`config.mk`:
```
export PLATFORM = sky130hd
export DESIGN_NAME = figure_motion_ctrl
export DESIGN_NICKNAME = d
export VERILOG_FILES = /design/src/rtl/figure_motion_ctrl.sv
export SDC_FILE = /design/constraint.sdc
export NUM_CORES = 1
export LEC_CHECK = 0
export CAP_MARGIN = 20
export CORE_MARGIN = 3
export CORE_UTILIZATION = 40
export CTS_CLUSTER_DIAMETER = 150
export CTS_CLUSTER_SIZE = 28
export DETAILED_ROUTE_END_ITERATION = 6
export PLACE_DENSITY_LB_ADDON = 0.15
export SYNTH_ARGS = -nofsm -noshare
export SYNTH_HDL_FRONTEND = slang
export SYNTH_SLANG_ARGS = --single-unit
```
`constraint.sdc`:
```
create_clock -name clk -period 4.6 [get_ports clk]
set_input_delay 0.46 -clock clk [delete_from_list [all_inputs] [get_ports clk]]
set_output_delay 0.46 -clock clk [all_outputs]
set_load 0.005 [all_outputs]
```
`src/rtl/figure_motion_ctrl.sv`:
```
// Button-driven horizontal motion controller for the VGA figure: synchronises and
// debounces the buttons, then steps x_center once per frame with acceleration and clamping.
module figure_motion_ctrl #(
    parameter int unsigned X_INIT          = 320,
    parameter int unsigned X_MIN           = 20,
    parameter int unsigned X_MAX           = 620,
    parameter int unsigned DEBOUNCE_CYCLES = 16,
    parameter int unsigned ACCEL_FRAMES    = 8,
    parameter int unsigned MAX_SPEED       = 4,
    parameter bit          VS_ACTIVE       = 1'b0
) (
    input  logic       clk,
    input  logic       reset,
    input  logic       btn_left,
    input  logic       btn_right,
    input  logic       vsync,
    output logic [9:0] x_center,
    output logic [1:0] dir,
    output logic [2:0] speed,
    output logic       at_edge,
    output logic       frame_tick
);

    localparam int unsigned CW = $clog2(DEBOUNCE_CYCLES);
    localparam int unsigned AW = $clog2(ACCEL_FRAMES + 1);
    localparam logic [CW-1:0] CNT_LAST = CW'(DEBOUNCE_CYCLES - 1);
    localparam logic [AW-1:0] ACC_LAST = AW'(ACCEL_FRAMES);
    localparam logic [2:0]    SPD_MAX  = 3'(MAX_SPEED);
    localparam logic [10:0]   XMIN11   = 11'(X_MIN);
    localparam logic [10:0]   XMAX11   = 11'(X_MAX);

    typedef enum logic [1:0] {
        IDLE   = 2'b00,
        MOVE_L = 2'b01,
        MOVE_R = 2'b10
    } state_t;

    // Index 0 = left button, index 1 = right button.
    logic [1:0]    sync1_q, sync2_q;
    logic [1:0]    stab_q, stab_d;
    logic [CW-1:0] cnt_q [2];
    logic [CW-1:0] cnt_d [2];

    logic   vs_q, tick, frame_tick_q;
    state_t state_q, state_d, req;
    logic [2:0]    speed_q, speed_d, step, spd_base;
    logic [AW-1:0] acc_q, acc_d, acc_inc;
    logic [9:0]    x_q, x_d;
    logic [10:0]   x11, step11, x_left, x_right;

    always_comb begin
        stab_d = stab_q;
        for (int unsigned i = 0; i < 2; i++) begin
            cnt_d[i] = '0;
            if (sync2_q[i] != stab_q[i]) begin
                if (cnt_q[i] == CNT_LAST) begin
                    stab_d[i] = sync2_q[i];
                end else begin
                    cnt_d[i] = cnt_q[i] + 1'b1;
                end
            end
        end
    end

    assign tick = (vsync == VS_ACTIVE) && (vs_q != VS_ACTIVE);

    // Saturating moves are evaluated at 11 bits so neither direction can wrap.
    assign x11     = {1'b0, x_q};
    assign step11  = {8'd0, step};
    assign x_left  = (x11 < XMIN11 + step11) ? XMIN11 : x11 - step11;
    assign x_right = (x11 + step11 > XMAX11) ? XMAX11 : x11 + step11;

    always_comb begin
        state_d  = state_q;
        speed_d  = speed_q;
        acc_d    = acc_q;
        x_d      = x_q;
        step     = '0;
        spd_base = '0;
        acc_inc  = '0;
        case (stab_q)
            2'b01:   req = MOVE_L;
            2'b10:   req = MOVE_R;
            default: req = IDLE;
        endcase
        if (tick) begin
            if (req == IDLE) begin
                state_d = IDLE;
                speed_d = '0;
                acc_d   = '0;
            end else begin
                if (req == state_q) begin
                    step     = speed_q;
                    spd_base = speed_q;
                    acc_inc  = acc_q + 1'b1;
                end else begin
                    state_d  = req;
                    step     = 3'd1;
                    spd_base = 3'd1;
                    acc_inc  = AW'(1);
                end
                if (acc_inc == ACC_LAST) begin
                    acc_d   = '0;
                    speed_d = (spd_base >= SPD_MAX) ? SPD_MAX : spd_base + 3'd1;
                end else begin
                    acc_d   = acc_inc;
                    speed_d = spd_base;
                end
                x_d = (req == MOVE_L) ? 10'(x_left) : 10'(x_right);
            end
        end
    end

    always_ff @(posedge clk) begin
        if (reset) begin
            sync1_q      <= '0;
            sync2_q      <= '0;
            stab_q       <= '0;
            cnt_q[0]     <= '0;
            cnt_q[1]     <= '0;
            vs_q         <= 1'b0;
            frame_tick_q <= 1'b0;
            state_q      <= IDLE;
            speed_q      <= '0;
            acc_q        <= '0;
            x_q          <= 10'(X_INIT);
        end else begin
            sync1_q      <= {btn_right, btn_left};
            sync2_q      <= sync1_q;
            stab_q       <= stab_d;
            cnt_q[0]     <= cnt_d[0];
            cnt_q[1]     <= cnt_d[1];
            vs_q         <= vsync;
            frame_tick_q <= tick;
            state_q      <= state_d;
            speed_q      <= speed_d;
            acc_q        <= acc_d;
            x_q          <= x_d;
        end
    end

    assign x_center   = x_q;
    assign dir        = state_q;
    assign speed      = speed_q;
    assign frame_tick = frame_tick_q;
    assign at_edge    = (x_q == 10'(X_MIN)) || (x_q == 10'(X_MAX));

endmodule

```
==> impl_metrics.json <==
{
  "layout_common_cells": "36 x nor2_1, 35 x dfxtp_1, 23 x nand2_1",
  "p_leak_nw": 0.951,
  "synth_fa_ha_area_share_pct": 9.19,
  "cts.sinks": 35,
  "pin_count": 22,
  "slew_viol_final": 0,
  "initial_utilization_pct": 42.0,
  "maxCapViolCount": 0,
  "worst_slew_pin_slew_ns": 0.508,
  "grt_use_total_pct": 16.9,
  "dp_hpwl_mm": 3.83,
  "hold_viol_final": 0,
  "cp_num_buf_inv": 2,
  "drive_gt1_share_pct": 8.22,
  "final_common_cell": "nor2_1",
  "setup_ws_ns": 0.843,
  "synth_compound_area_share_pct": 18.4,
  "die_y_microns": 82.5,
  "syn_nets": 306,
  "cts-hold-fix-buffers": 0,
  "fin_total_pwr_w": 0.000567,
  "cp_top_family": "simple AND/OR/NAND/NOR gates",
  "fmax_ghz": 0.266,
  "wire_per_inst_microns": 13.9,
  "crit_slowest_cell": "or4b_4",
  "seq_area_frac_synth_pct": 29.9,
  "syn-instance-count": 285,
  "gp_congestion": 0.853,
  "final_nets": 324,
  "drtIter0Drc": 114,
  "ys_warn_count": 0,
  "grt_overflow": 0,
  "coreArea_sq_mm": 0.00557,
  "ant_nets": 0,
  "rsz0062_at_grt": "no",
  "die_area_sq_mm": 0.00681,
  "cts_tree": "done",
  "crit_chain": "inv_1, ha_1, xor2_1, nor2_1, nand2_1, inv_1, nand2_1, ha_1, nor2b_4, o21ai_2, or4b_4, a32oi_1, o21ai_1, a211o_4, a311oi_2",
  "yosys.area_share.simple_pct": 27.0,
  "numCtsBuffers": 5,
  "min_path_type": "reg2reg",
  "synth_edf_count": 0,
  "num_vias": 2028,
  "totalWireLength_mm": 5.23,
  "wl_met2_mm": 2.38,
  "grt_pass1_wl_mm": 8.86,
  "root_buffer": "clkbuf_8",
  "drtPass1Iterations": 4,
  "timing.final.crit_share_pct": 81.7,
  "dr.max_layer_used": "met4",
  "n_antenna_cell": 0,
  "cts_max_path_buffers": 2,
  "setup_viol": 0,
  "pwr_density_cell_mw_per_mm2": 211,
  "setup_tns_ns": 0,
  "htree_levels": 2,
  "cp-end-kind": "flop",
  "cp_data_arrival_time_ns": 3.95,
  "drc": 0,
  "portBuffers": 21,
  "synth_mux_area_share_pct": 2.24,
  "viasPerCell": 5.39,
  "post_cts_buffers": 0,
  "fin_skew_ns": 0.00640,
  "cp.required_ns": 4.79,
  "yosysUniqueCellTypes": 56,
  "avgSynthCellArea_sq_um": 8.22,
  "fp-row-count": 27,
  "irDropWorstVdd_mv": 0.196,
  "critPathMaxFanout": 5,
  "synthFlopType": "dfxtp_1",
  "layout_min_cycle_time_ns": 3.76,
  "grt_max_degree": 34,
  "slowest_delay_ns": 0.53,
  "grt_pass1_vias": 1836,
  "worstSetupPathType": "reg2reg",
  "die_w_microns": 82.5,
  "synth_area_sq_mm": 0.00234,
  "hold_slack_ns": 0.441,
  "synth_top_family_by_area": "simple AND/OR/NAND/NOR gates",
  "place_ws_ns": 0.812,
  "async_reset_ff_share_pct": 0,
  "relSlewSlack_pct": 66.1,
  "startpoint_type": "flop",
  "wl_met1_mm": 2.63,
  "ys_ff_latch": 35,
  "dr_wl_met3_microns": 168,
  "clk_pin_slew_ns": 0.06,
  "status": "complete, no violations",
  "cts_resized": 0,
  "clock_latency_ns": 0.29,
  "antenna_found_initial": 0,
  "synth_xor_area_share_pct": 7.48,
  "synthToLayoutAreaGrowth_pct": 14.7
}
==> stage by stage <==
| stage | area (sq um) | util (%) | instances |
|---|---|---|---|
| 2_1_floorplan | 2340 | - | 285 |
| 3_3_place_gp | 2590 | 46.4 | 368 |
| 3_5_place_dp | 2590 | 46.4 | 368 |
| 4_1_cts | 2690 | 48.2 | 376 |
| 5_1_grt | 2690 | 48.2 | 376 |
| 6_report | 2690 | 48.2 | 376 |
==> worst register-to-register path: cells and delay by family, from the launching register on <==
family	cells	cell delay (ns)
AO/OA/AOI/OAI	5	1.12
XOR/XNOR	1	0.19
adder cells (fa/ha/maj)	2	0.57
buffers and inverters	2	0.16
flip-flops	1	0.38
AND/OR/NAND/NOR	5	1.25
==> layout make-up <==
| class | count | area, sq um |
|---|---|---|
| sequential | 35 | 701 |
| clock buffer | 8 | 100 |
| fill | 552 | 2890 |
| tap | 72 | 90.1 |
| multi-input combinational | 223 | 1510 |
| inverter | 13 | 48.8 |
| timing repair buffer | 25 | 240 |
==> registers in the layout, summed over array words and instances (netlist names) <==
register / count
speed: 3
sync1_q: 2
sync2_q: 2
x_center: 10
stab_q: 2
frame_tick: 1
acc_q: 4
cnt_q: 8
vs_q: 1
dir: 2
==> kinds of logic (layout without fill, tap and decap cells) <==
kind of cell / after synthesis / in the layout
AOI/OAI and AO/OA: 60 / 60
xor gates and xnor gates: 20 / 20
adders and majority gates: 16 / 16
buffers and inverters: 27 / 46
DFF: 35 / 35
muxes: 5 / 5
and+or+nand+nor: 122 / 122
==> final timing paths <==
path | to | slack (ns) | cells after the start | startpoint
hold / removal | sync2_q[1] | 0.44 | 1 | sync1_q[1]
setup reg to reg | x_center[2] | 0.84 | 15 | stab_q[1]
hold reg to reg | sync2_q[1] | 0.44 | 1 | sync1_q[1]
setup / recovery | x_center[2] | 0.84 | 15 | stab_q[1]
==> cell usage after synthesis (all sizes together) (2+ instances only) <==
cell,n,area share (%)
nand4,4,1.1
nor2,36,5.8
xnor2,7,2.6
mux2i,3,1.3
a31oi,2,0.53
ha,14,7.5
or2,3,0.91
nand2b,8,2.2
inv,13,2.1
or3,3,0.80
buf,9,2.9
and2,5,1.3
xor2,13,4.9
dfxtp,35,30
nand4b,2,0.75
o221ai,2,0.75
nor3,10,2.1
a22oi,8,2.6
a311oi,3,1.9
nand3,9,1.9
o21ai,14,3.2
o211ai,2,0.64
fa,2,1.7
mux2,2,0.96
clkbuf,5,0.80
nor4,3,0.80
nand2,23,3.7
or4b,2,1.0
nor2b,10,3.0
a21oi,16,3.4
==> metal layers <==
layer	GRT usage, %	vias up
li1	-	1042
met1	23.1	937
met2	26.8	41
met3	3.58	8
met4	4.90	0
met5	0	-
==> power by group <==
group / switching, W / internal [W] / total (W)
registers: 0.00000201 / 0.000306 / 0.000308
clock network: 0.000105 / 0.000137 / 0.000242
logic: 0.00000908 / 0.00000796 / 0.0000170
total: 0.000116 / 0.000451 / 0.000567
No activity file was read; power rests on OpenSTA's default activity.
